--- src/rtl/immgen_pipe_if.sv ---
// Fetch-side and execute-side handshake bundle for immgen_pipe.
// The master drives instructions and accepts results; the slave is the pipe.
interface immgen_pipe_if #(
  parameter int WIDTH = 32
);
  logic             in_valid;
  logic             in_ready;
  logic [31:0]      in_inst;
  logic [WIDTH-1:0] in_pc;
  logic             out_valid;
  logic             out_ready;
  logic [WIDTH-1:0] out_imm;
  logic [2:0]       out_fmt;
  logic [WIDTH-1:0] out_target;

  modport master (
    output in_valid, in_inst, in_pc, out_ready,
    input  in_ready, out_valid, out_imm, out_fmt, out_target
  );

  modport slave (
    input  in_valid, in_inst, in_pc, out_ready,
    output in_ready, out_valid, out_imm, out_fmt, out_target
  );
endinterface

--- src/rtl/immgen_pipe.sv ---
// RV32I immediate generator and branch-target unit.
// S1 holds the decoded format/immediate/pc, S2 holds the target adder result.
// Both stages use valid/ready with a synchronous flush; err_count tracks
// illegal opcodes seen at S1 capture and survives flush.
module immgen_pipe #(
  parameter int WIDTH = 32,
  parameter int CNT_W = 16
) (
  input  logic             clock,
  input  logic             nreset,
  input  logic             flush,
  immgen_pipe_if.slave     bus,
  output logic [CNT_W-1:0] err_count
);
  localparam logic [2:0] FMT_R = 3'd0;
  localparam logic [2:0] FMT_I = 3'd1;
  localparam logic [2:0] FMT_S = 3'd2;
  localparam logic [2:0] FMT_B = 3'd3;
  localparam logic [2:0] FMT_U = 3'd4;
  localparam logic [2:0] FMT_J = 3'd5;
  localparam logic [2:0] FMT_X = 3'd7;

  logic [31:0]      inst;
  logic [2:0]       s1_fmt_d;
  logic [WIDTH-1:0] s1_imm_d;
  logic             s1_lui_d;

  logic             s1_valid_q, s2_valid_q;
  logic [2:0]       s1_fmt_q, s2_fmt_q;
  logic [WIDTH-1:0] s1_imm_q, s2_imm_q;
  logic [WIDTH-1:0] s1_pc_q;
  logic             s1_lui_q;
  logic [WIDTH-1:0] s2_target_d, s2_target_q;
  logic [CNT_W-1:0] err_q;

  logic s2_take, s1_take, in_fire;

  assign inst = bus.in_inst;

  // A stage may load when it is empty or its contents move on this edge.
  assign s2_take      = !s2_valid_q || bus.out_ready;
  assign s1_take      = !s1_valid_q || s2_take;
  assign bus.in_ready = s1_take && !flush;
  assign in_fire      = bus.in_valid && bus.in_ready;

  // Opcode decode and immediate reassembly; sign-extending casts widen to WIDTH.
  always_comb begin
    s1_fmt_d = FMT_X;
    s1_imm_d = '0;
    s1_lui_d = 1'b0;
    case (inst[6:0])
      7'b0010011, 7'b0000011, 7'b1100111: begin
        s1_fmt_d = FMT_I;
        s1_imm_d = WIDTH'($signed(inst[31:20]));
      end
      7'b0100011: begin
        s1_fmt_d = FMT_S;
        s1_imm_d = WIDTH'($signed({inst[31:25], inst[11:7]}));
      end
      7'b1100011: begin
        s1_fmt_d = FMT_B;
        s1_imm_d = WIDTH'($signed({inst[31], inst[7], inst[30:25], inst[11:8], 1'b0}));
      end
      7'b0110111, 7'b0010111: begin
        s1_fmt_d = FMT_U;
        s1_imm_d = WIDTH'($signed({inst[31:12], 12'b0}));
        s1_lui_d = inst[5];
      end
      7'b1101111: begin
        s1_fmt_d = FMT_J;
        s1_imm_d = WIDTH'($signed({inst[31], inst[19:12], inst[20], inst[30:21], 1'b0}));
      end
      7'b0110011: s1_fmt_d = FMT_R;
      default:    s1_fmt_d = FMT_X;
    endcase
  end

  // Target select: LUI passes imm, PC-relative formats add, everything else is pc+4.
  always_comb begin
    if (s1_lui_q)
      s2_target_d = s1_imm_q;
    else if (s1_fmt_q == FMT_B || s1_fmt_q == FMT_J || s1_fmt_q == FMT_U)
      s2_target_d = s1_pc_q + s1_imm_q;
    else
      s2_target_d = s1_pc_q + WIDTH'(4);
  end

  // Stage valids; flush empties both stages regardless of handshake.
  always_ff @(posedge clock or negedge nreset) begin
    if (!nreset) begin
      s1_valid_q <= 1'b0;
      s2_valid_q <= 1'b0;
    end else if (flush) begin
      s1_valid_q <= 1'b0;
      s2_valid_q <= 1'b0;
    end else begin
      if (s2_take) s2_valid_q <= s1_valid_q;
      if (s1_take) s1_valid_q <= bus.in_valid;
    end
  end

  // Stage data; S2 only reloads when its result is leaving, which keeps out_* stable under stall.
  always_ff @(posedge clock or negedge nreset) begin
    if (!nreset) begin
      s1_fmt_q    <= '0;
      s1_imm_q    <= '0;
      s1_pc_q     <= '0;
      s1_lui_q    <= 1'b0;
      s2_fmt_q    <= '0;
      s2_imm_q    <= '0;
      s2_target_q <= '0;
    end else begin
      if (in_fire) begin
        s1_fmt_q <= s1_fmt_d;
        s1_imm_q <= s1_imm_d;
        s1_pc_q  <= bus.in_pc;
        s1_lui_q <= s1_lui_d;
      end
      if (s1_valid_q && s2_take) begin
        s2_fmt_q    <= s1_fmt_q;
        s2_imm_q    <= s1_imm_q;
        s2_target_q <= s2_target_d;
      end
    end
  end

  // Saturating illegal-opcode counter, bumped when an illegal word is captured.
  always_ff @(posedge clock or negedge nreset) begin
    if (!nreset)
      err_q <= '0;
    else if (in_fire && s1_fmt_d == FMT_X && err_q != {CNT_W{1'b1}})
      err_q <= err_q + 1'b1;
  end

  assign bus.out_valid  = s2_valid_q;
  assign bus.out_fmt    = s2_fmt_q;
  assign bus.out_imm    = s2_imm_q;
  assign bus.out_target = s2_target_q;
  assign err_count      = err_q;
endmodule

--- src/flat_wrapper.sv ---
// flat-port wrapper written by rule: the top's interface ports become plain ports
module immgen_pipe_flat 
#(
  parameter int WIDTH = 32,
  parameter int CNT_W = 16
)
  (clock, nreset, flush, err_count, bus_in_valid, bus_in_inst, bus_in_pc, bus_out_ready, bus_in_ready, bus_out_valid, bus_out_imm, bus_out_fmt, bus_out_target);
  immgen_pipe_if #(.WIDTH(WIDTH)) bus_i ();
  input  logic clock;
  input  logic nreset;
  input  logic flush;
  output logic [CNT_W-1:0] err_count;
  input wire logic [$bits(bus_i.in_valid)-1:0] bus_in_valid;
  input wire logic [$bits(bus_i.in_inst)-1:0] bus_in_inst;
  input wire logic [$bits(bus_i.in_pc)-1:0] bus_in_pc;
  input wire logic [$bits(bus_i.out_ready)-1:0] bus_out_ready;
  output wire logic [$bits(bus_i.in_ready)-1:0] bus_in_ready;
  output wire logic [$bits(bus_i.out_valid)-1:0] bus_out_valid;
  output wire logic [$bits(bus_i.out_imm)-1:0] bus_out_imm;
  output wire logic [$bits(bus_i.out_fmt)-1:0] bus_out_fmt;
  output wire logic [$bits(bus_i.out_target)-1:0] bus_out_target;
  assign bus_i.in_valid = bus_in_valid;
  assign bus_i.in_inst = bus_in_inst;
  assign bus_i.in_pc = bus_in_pc;
  assign bus_i.out_ready = bus_out_ready;
  assign bus_in_ready = bus_i.in_ready;
  assign bus_out_valid = bus_i.out_valid;
  assign bus_out_imm = bus_i.out_imm;
  assign bus_out_fmt = bus_i.out_fmt;
  assign bus_out_target = bus_i.out_target;
  immgen_pipe #(.WIDTH(WIDTH), .CNT_W(CNT_W)) u_core (.clock(clock), .nreset(nreset), .flush(flush), .bus(bus_i), .err_count(err_count));
endmodule
--- config.mk ---
export PLATFORM = sky130hd
export DESIGN_NAME = immgen_pipe_flat
export DESIGN_NICKNAME = d
export VERILOG_FILES = /design/src/rtl/immgen_pipe_if.sv /design/src/rtl/immgen_pipe.sv /design/src/flat_wrapper.sv
export SDC_FILE = /design/constraint.sdc
export NUM_CORES = 1
export LEC_CHECK = 0
export CAP_MARGIN = 5
export CORE_UTILIZATION = 55
export CTS_BUF_LIST = sky130_fd_sc_hd__clkbuf_8
export CTS_CLUSTER_SIZE = 30
export DETAILED_ROUTE_END_ITERATION = 10
export PLACE_DENSITY = 0.87
export SYNTH_ARGS = -nofsm -noshare
export SYNTH_HDL_FRONTEND = slang
export SYNTH_SLANG_ARGS = --single-unit
--- constraint.sdc ---
create_clock -name clock -period 8.4 [get_ports clock]
set_input_delay 1.68 -clock clock [delete_from_list [all_inputs] [get_ports clock]]
set_output_delay 1.68 -clock clock [all_outputs]
set_load 0.1 [all_outputs]
### After elaboration in Yosys (flattened, before gate mapping)

Index checks and enable logic that the tools add are counted.

| word-level totals | value |
|---|---|
| flip-flop bits (word level) | 153 |
| bits of input ports | 69 |
| output and inout bits | 85 |
| logic and storage cells | 52 |

| operators by class | value |
|---|---|
| add/subtract/negate cells | 3 |
| equality and inequality tests | 14 |
| muxes and demuxes | 9 |
| reductions and logical operators | 16 |

Operators by type and width:

| cell | number |
|---|---|
| case mux 32 bit (5 select lines) | 1 |
| 2-to-1 mux 32 bit | 2 |
| adder 32 x 3 -> 32 bit (second input constant) | 1 |
| adder 32 bit | 1 |
| equality test 7 x 6 -> 1 bit (second input constant) | 3 |
| equality test 7 bit (second input constant) | 3 |
| case mux 3 bit (6 select lines) | 1 |
| adder 16 x 1 -> 16 bit (second input constant) | 1 |
| != test 16 bit (second input constant) | 1 |
| equality test 7 x 5 -> 1 bit (second input constant) | 2 |
| equality test 3 bit (second input constant) | 3 |
| equality test 7 x 2 -> 1 bit (second input constant) | 1 |
| logical AND 1 bit | 5 |
| 2-to-1 mux 1 bit | 5 |
| logical OR 1 bit | 4 |
| nonzero test 2 bit | 2 |
| equality test 3 x 2 -> 1 bit (second input constant) | 1 |
| zero test 1 bit | 3 |
| OR reduction 3 bit | 1 |
| OR reduction 2 bit | 1 |

### Logic depth before layout (Yosys ltp)

| depth | value |
|---|---|
| depth after elaboration | 7 |
| mapped depth | 11 |
| gate-level depth less buffers | 11 |

### Worst setup path before layout

No wires, ideal clock.

| path | value |
|---|---|
| kind | input to register |
| from | input bus_out_ready |
| to | register u_core.err_q[15] (netlist: u_core.err_count[15]) |
| library setup time | 0.162 ns |
| arrival | 3.897 ns |
| required time | 8.238 ns |
| slack | 4.342 ns |
| stages on the path | 9 |
| path buffers | 0 |
| path through | nor2b_4 -> a21oi_4 -> nand2_2 -> or3_4 -> a31oi_4 -> nand4_2 -> or3_1 -> nor2_1 -> xor2_1 |

| on the way | value |
|---|---|
| cells in the longest elaborated chain, start to end | 6 |

Ends and longest elaborated chain:

| what | line | source |
|---|---|---|
| start, declared | flat_wrapper.sv:16 | `input wire logic [$bits(bus_i.out_ready)-1:0] bus_out_ready;` |
| logical OR 1 bit | immgen_pipe.sv:41 | `assign s2_take = !s2_valid_q \|\| bus.out_ready;` |
| logical OR 1 bit | immgen_pipe.sv:42 | `assign s1_take = !s1_valid_q \|\| s2_take;` |
| logical AND 1 bit | immgen_pipe.sv:43 | `assign bus.in_ready = s1_take && !flush;` |
| named net bus_in_ready | flat_wrapper.sv:17 | `output wire logic [$bits(bus_i.in_ready)-1:0] bus_in_ready;` |
| logical AND 1 bit | immgen_pipe.sv:44 | `assign in_fire = bus.in_valid && bus.in_ready;` |
| logical AND 1 bit (2 in series) | immgen_pipe.sv:131 | `else if (in_fire && s1_fmt_d == FMT_X && err_q != {CNT_W{1'b1}})` |
| end signal, assigned | immgen_pipe.sv:132 | `err_q <= err_q + 1'b1;` |
| end, declared | immgen_pipe.sv:34 | `logic [CNT_W-1:0] err_q;` |

The timed path passes the listed nets, and every way through them passes these cells.
A chain may end at the register's enable or synchronous reset.

### Worst setup path in the final report

| path | value |
|---|---|
| from | input bus_out_ready |
| to | output bus_in_ready |

| on the way | value |
|---|---|
| cells in the longest elaborated chain, start to end | 3 |

Ends and longest elaborated chain:

| what | line |
|---|---|
| logical OR 1 bit | immgen_pipe.sv:41 |
| logical OR 1 bit | immgen_pipe.sv:42 |
| logical AND 1 bit | immgen_pipe.sv:43 |
| end, declared | flat_wrapper.sv:17 |

No other way between the ends.

==> flow_summary.ini <==
[pwr]
p_comb_frac = 0.372
power_density_mw_per_mm2 = 226
p_sw_mw = 1.03
leakagePower_nw = 5.03
clock_power_share = 0.258
internal_power_mw = 1.43
swShare = 0.420
ir_worst_vdd_v = 0.000248
seq_power_share = 0.371

[clocking]
cts_setup_buffers = 0
cts_resized = 0
clockBufferDepth = 2
cts-root-buf = clkbuf_8
cts_tree = done
htree_levels = 4
cts.clk_slew.worst_paths_ns = 0.08
clk_latency_ns = 0.46
cts_num_sinks = 153
numCtsBuffers = 17
ctsHoldBuffers = 0

[global_routing]
grt_overflow_total = 0
grt_first_pass_wirelength_um = 38000
gr-usage-all-layers = 0.297
grt_pass1_vias = 7625
grt_max_degree = 88
grt_antenna_before_repair = 0

[die]
die-area_mm2 = 0.0164
rows = 45
initial_core_util = 0.570
io_pins = 154
die_h_um = 128
dieWidth_um = 128
coreArea_mm2 = 0.0153

[logic_synthesis]
synth_top_family_by_area = simple AND/OR/NAND/NOR gates
synth_cells = 1024
muxShareOfSynthArea = 0.00846
syn_area_mm2 = 0.00872
postSynthAreaPerCell_um2 = 8.52
synth.area.top_cells = dfrtp_1, nand2_1, ha_1
yosys.area.top_type_share = 0.439
synth_area_leader_cell = dfrtp_1
synth_xor_area_frac = 0.0602
synth-edff-count = 0
synth_commonest_cells = nand2_1, dfrtp_1, a21oi_1
synth.yosys.seq_area_share = 0.439
ys_types = 72
synth_simple_gate_area_frac = 0.234
async_flop_share = 1.00
yosys_warnings = 0
ys.flop_type = dfrtp_1
synth_fa_ha_area_frac = 0.0496
synth_compound_area_frac = 0.185
syn-num-nets = 1127
synth.most_common_cell = nand2_1
ys_seq_elements = 153

[finish]
nets = 1264
area_growth_pct = 24.8
antenna_cells = 0
drive_above_1_share = 0.0571
fin_cells = 1385
utilization = 0.711
design_area_mm2 = 0.0109
fillCellCount = 1190

[route]
wl_per_cell_um = 16.7
dr.pass1.iters = 6
via_count = 7988
drtIter0Drc = 735
drc_errors = 0
drtAntennaViolNets = 0
vias_per_cell = 5.77
totalWireLength_um = 23100

[timing]
whs_ns = 0.478
drv_slew = 0
rsz0062_at_grt = false
finalHoldViolations = 0
relSlewSlack = 0.279
setup_viol = 0
setup_tns_ns = 0
finalClockSkew_ns = 0.00987
max_freq_mhz = 190
min_period_ns = 5.25
fin_crit_sh = 0.625
worst_pin_slew_ns = 1.07

[place]
place_area_mm2 = 0.0104
place_congestion = 0.911
portBuffers = 153
dp.cells = 1353
dpl.hpwl_um = 16100

[worst_setup_path]
r2r_slack_ns = 5.17
cp.arrival_ns = 3.57
crit_path_frequent_cell = clkdlybuf4s50_1
critPathMaxFanout = 5
crit_type = input pin to output port
critPathLaunchType = input pin
crit_slowest_cell = clkdlybuf4s50_1
path_cells = clkdlybuf4s50_1 > nor2b_4 > a21oi_4 > clkdlybuf4s50_1
endpoint_kind = output port
max_stage_delay_ns = 1.15
required_ns = 6.72

[run_status]
status = finished clean

[hold_path]
hold_class = flip-flop to flip-flop

[flow_run]
cap_viol_max_count = 0
power groups by stage:
stage	Combinational [mW]	Clock, mW	Sequential [mW]
after global routing	0.965	0.673	0.923
after global placement	0.899	0	0.923
after detailed placement	0.911	0	0.924
after floorplan	0.245	0	1.34
final	0.915	0.635	0.913
after CTS	0.915	0.642	0.911
through the flow:
step                      total power, mW  setup WS (ns)
after floorplan                      1.58           4.34
after global placement               1.82           3.15
after detailed placement             1.84           3.15
after CTS                            2.47           3.14
after global routing                 2.56           3.10
final                                2.46           3.15
logic make-up after synthesis:
kind of cell,Yosys count
buf+inv,54
fa+ha+maj,34
mux,7
flops,153
xor+xnor,60
simple gates,470
compound gates,246
path summary, 6_finish.rpt:
path	startpoint	endpoint	depth (start not counted)
max in group asynchronous	nreset	u_core.bus.out_fmt[2]	2
hold reg to reg	u_core.bus.out_imm[22]	u_core.bus.out_imm[22]	2
setup reg to reg	u_core.s1_imm_q[0]	u_core.bus.out_target[16]	11
hold / removal	u_core.bus.out_imm[22]	u_core.bus.out_imm[22]	2
min in group asynchronous	nreset	u_core.bus.out_imm[11]	1
setup / recovery	bus_out_ready	bus_in_ready	4
state kept, by name, summed over array words and instances, names as in the netlist:
register and cells:
u_core.bus.out_valid 1, u_core.s1_pc_q 32, u_core.bus.out_target 32, u_core.s1_valid_q 1, u_core.s1_fmt_q 3, u_core.err_count 16
u_core.s1_imm_q 32, u_core.s1_lui_q 1, u_core.bus.out_imm 32, u_core.bus.out_fmt 3
area by class of cell:
type | count | area, um2 | area share
timing repair buffer | 162 | 1600 | 0.147
inverter | 10 | 37.5 | 0.00345
clock inverter | 14 | 206 | 0.0190
clock buffer | 18 | 248 | 0.0228
multi-input combinational | 817 | 4700 | 0.432
tap | 211 | 264 | 0.0243
sequential | 153 | 3830 | 0.352
layout by cell type (no fill, tap or decap), types with 27 or more instances in the layout:
cell / synthesis / final
xor2_1: 27 / 27
a21oi_1: 77 / 77
ha_1: 33 / 33
dfrtp_1: 153 / 153
nand2_1: 301 / 301
o21ai_0: 67 / 67
xnor2_1: 33 / 33
nor2_1: 60 / 60
clkdlybuf4s50_1: 0 / 152
nand3_1: 27 / 27
worst max-delay path, delay by kind of cell:
| kind | cells | cell delay (ns) |
|---|---|---|
| buffers and inverters | 2 | 1.65 |
| AO/OA/AOI/OAI | 1 | 0.16 |
| AND/OR/NAND/NOR | 1 | 0.07 |
layer usage:
metal  GRT usage  wire length (um)
met5           0                 0
met4       0.110               565
met3      0.0609              1890
met2       0.464             10300
met1       0.411             10400
No activity file was read; power rests on OpenSTA's default activity.
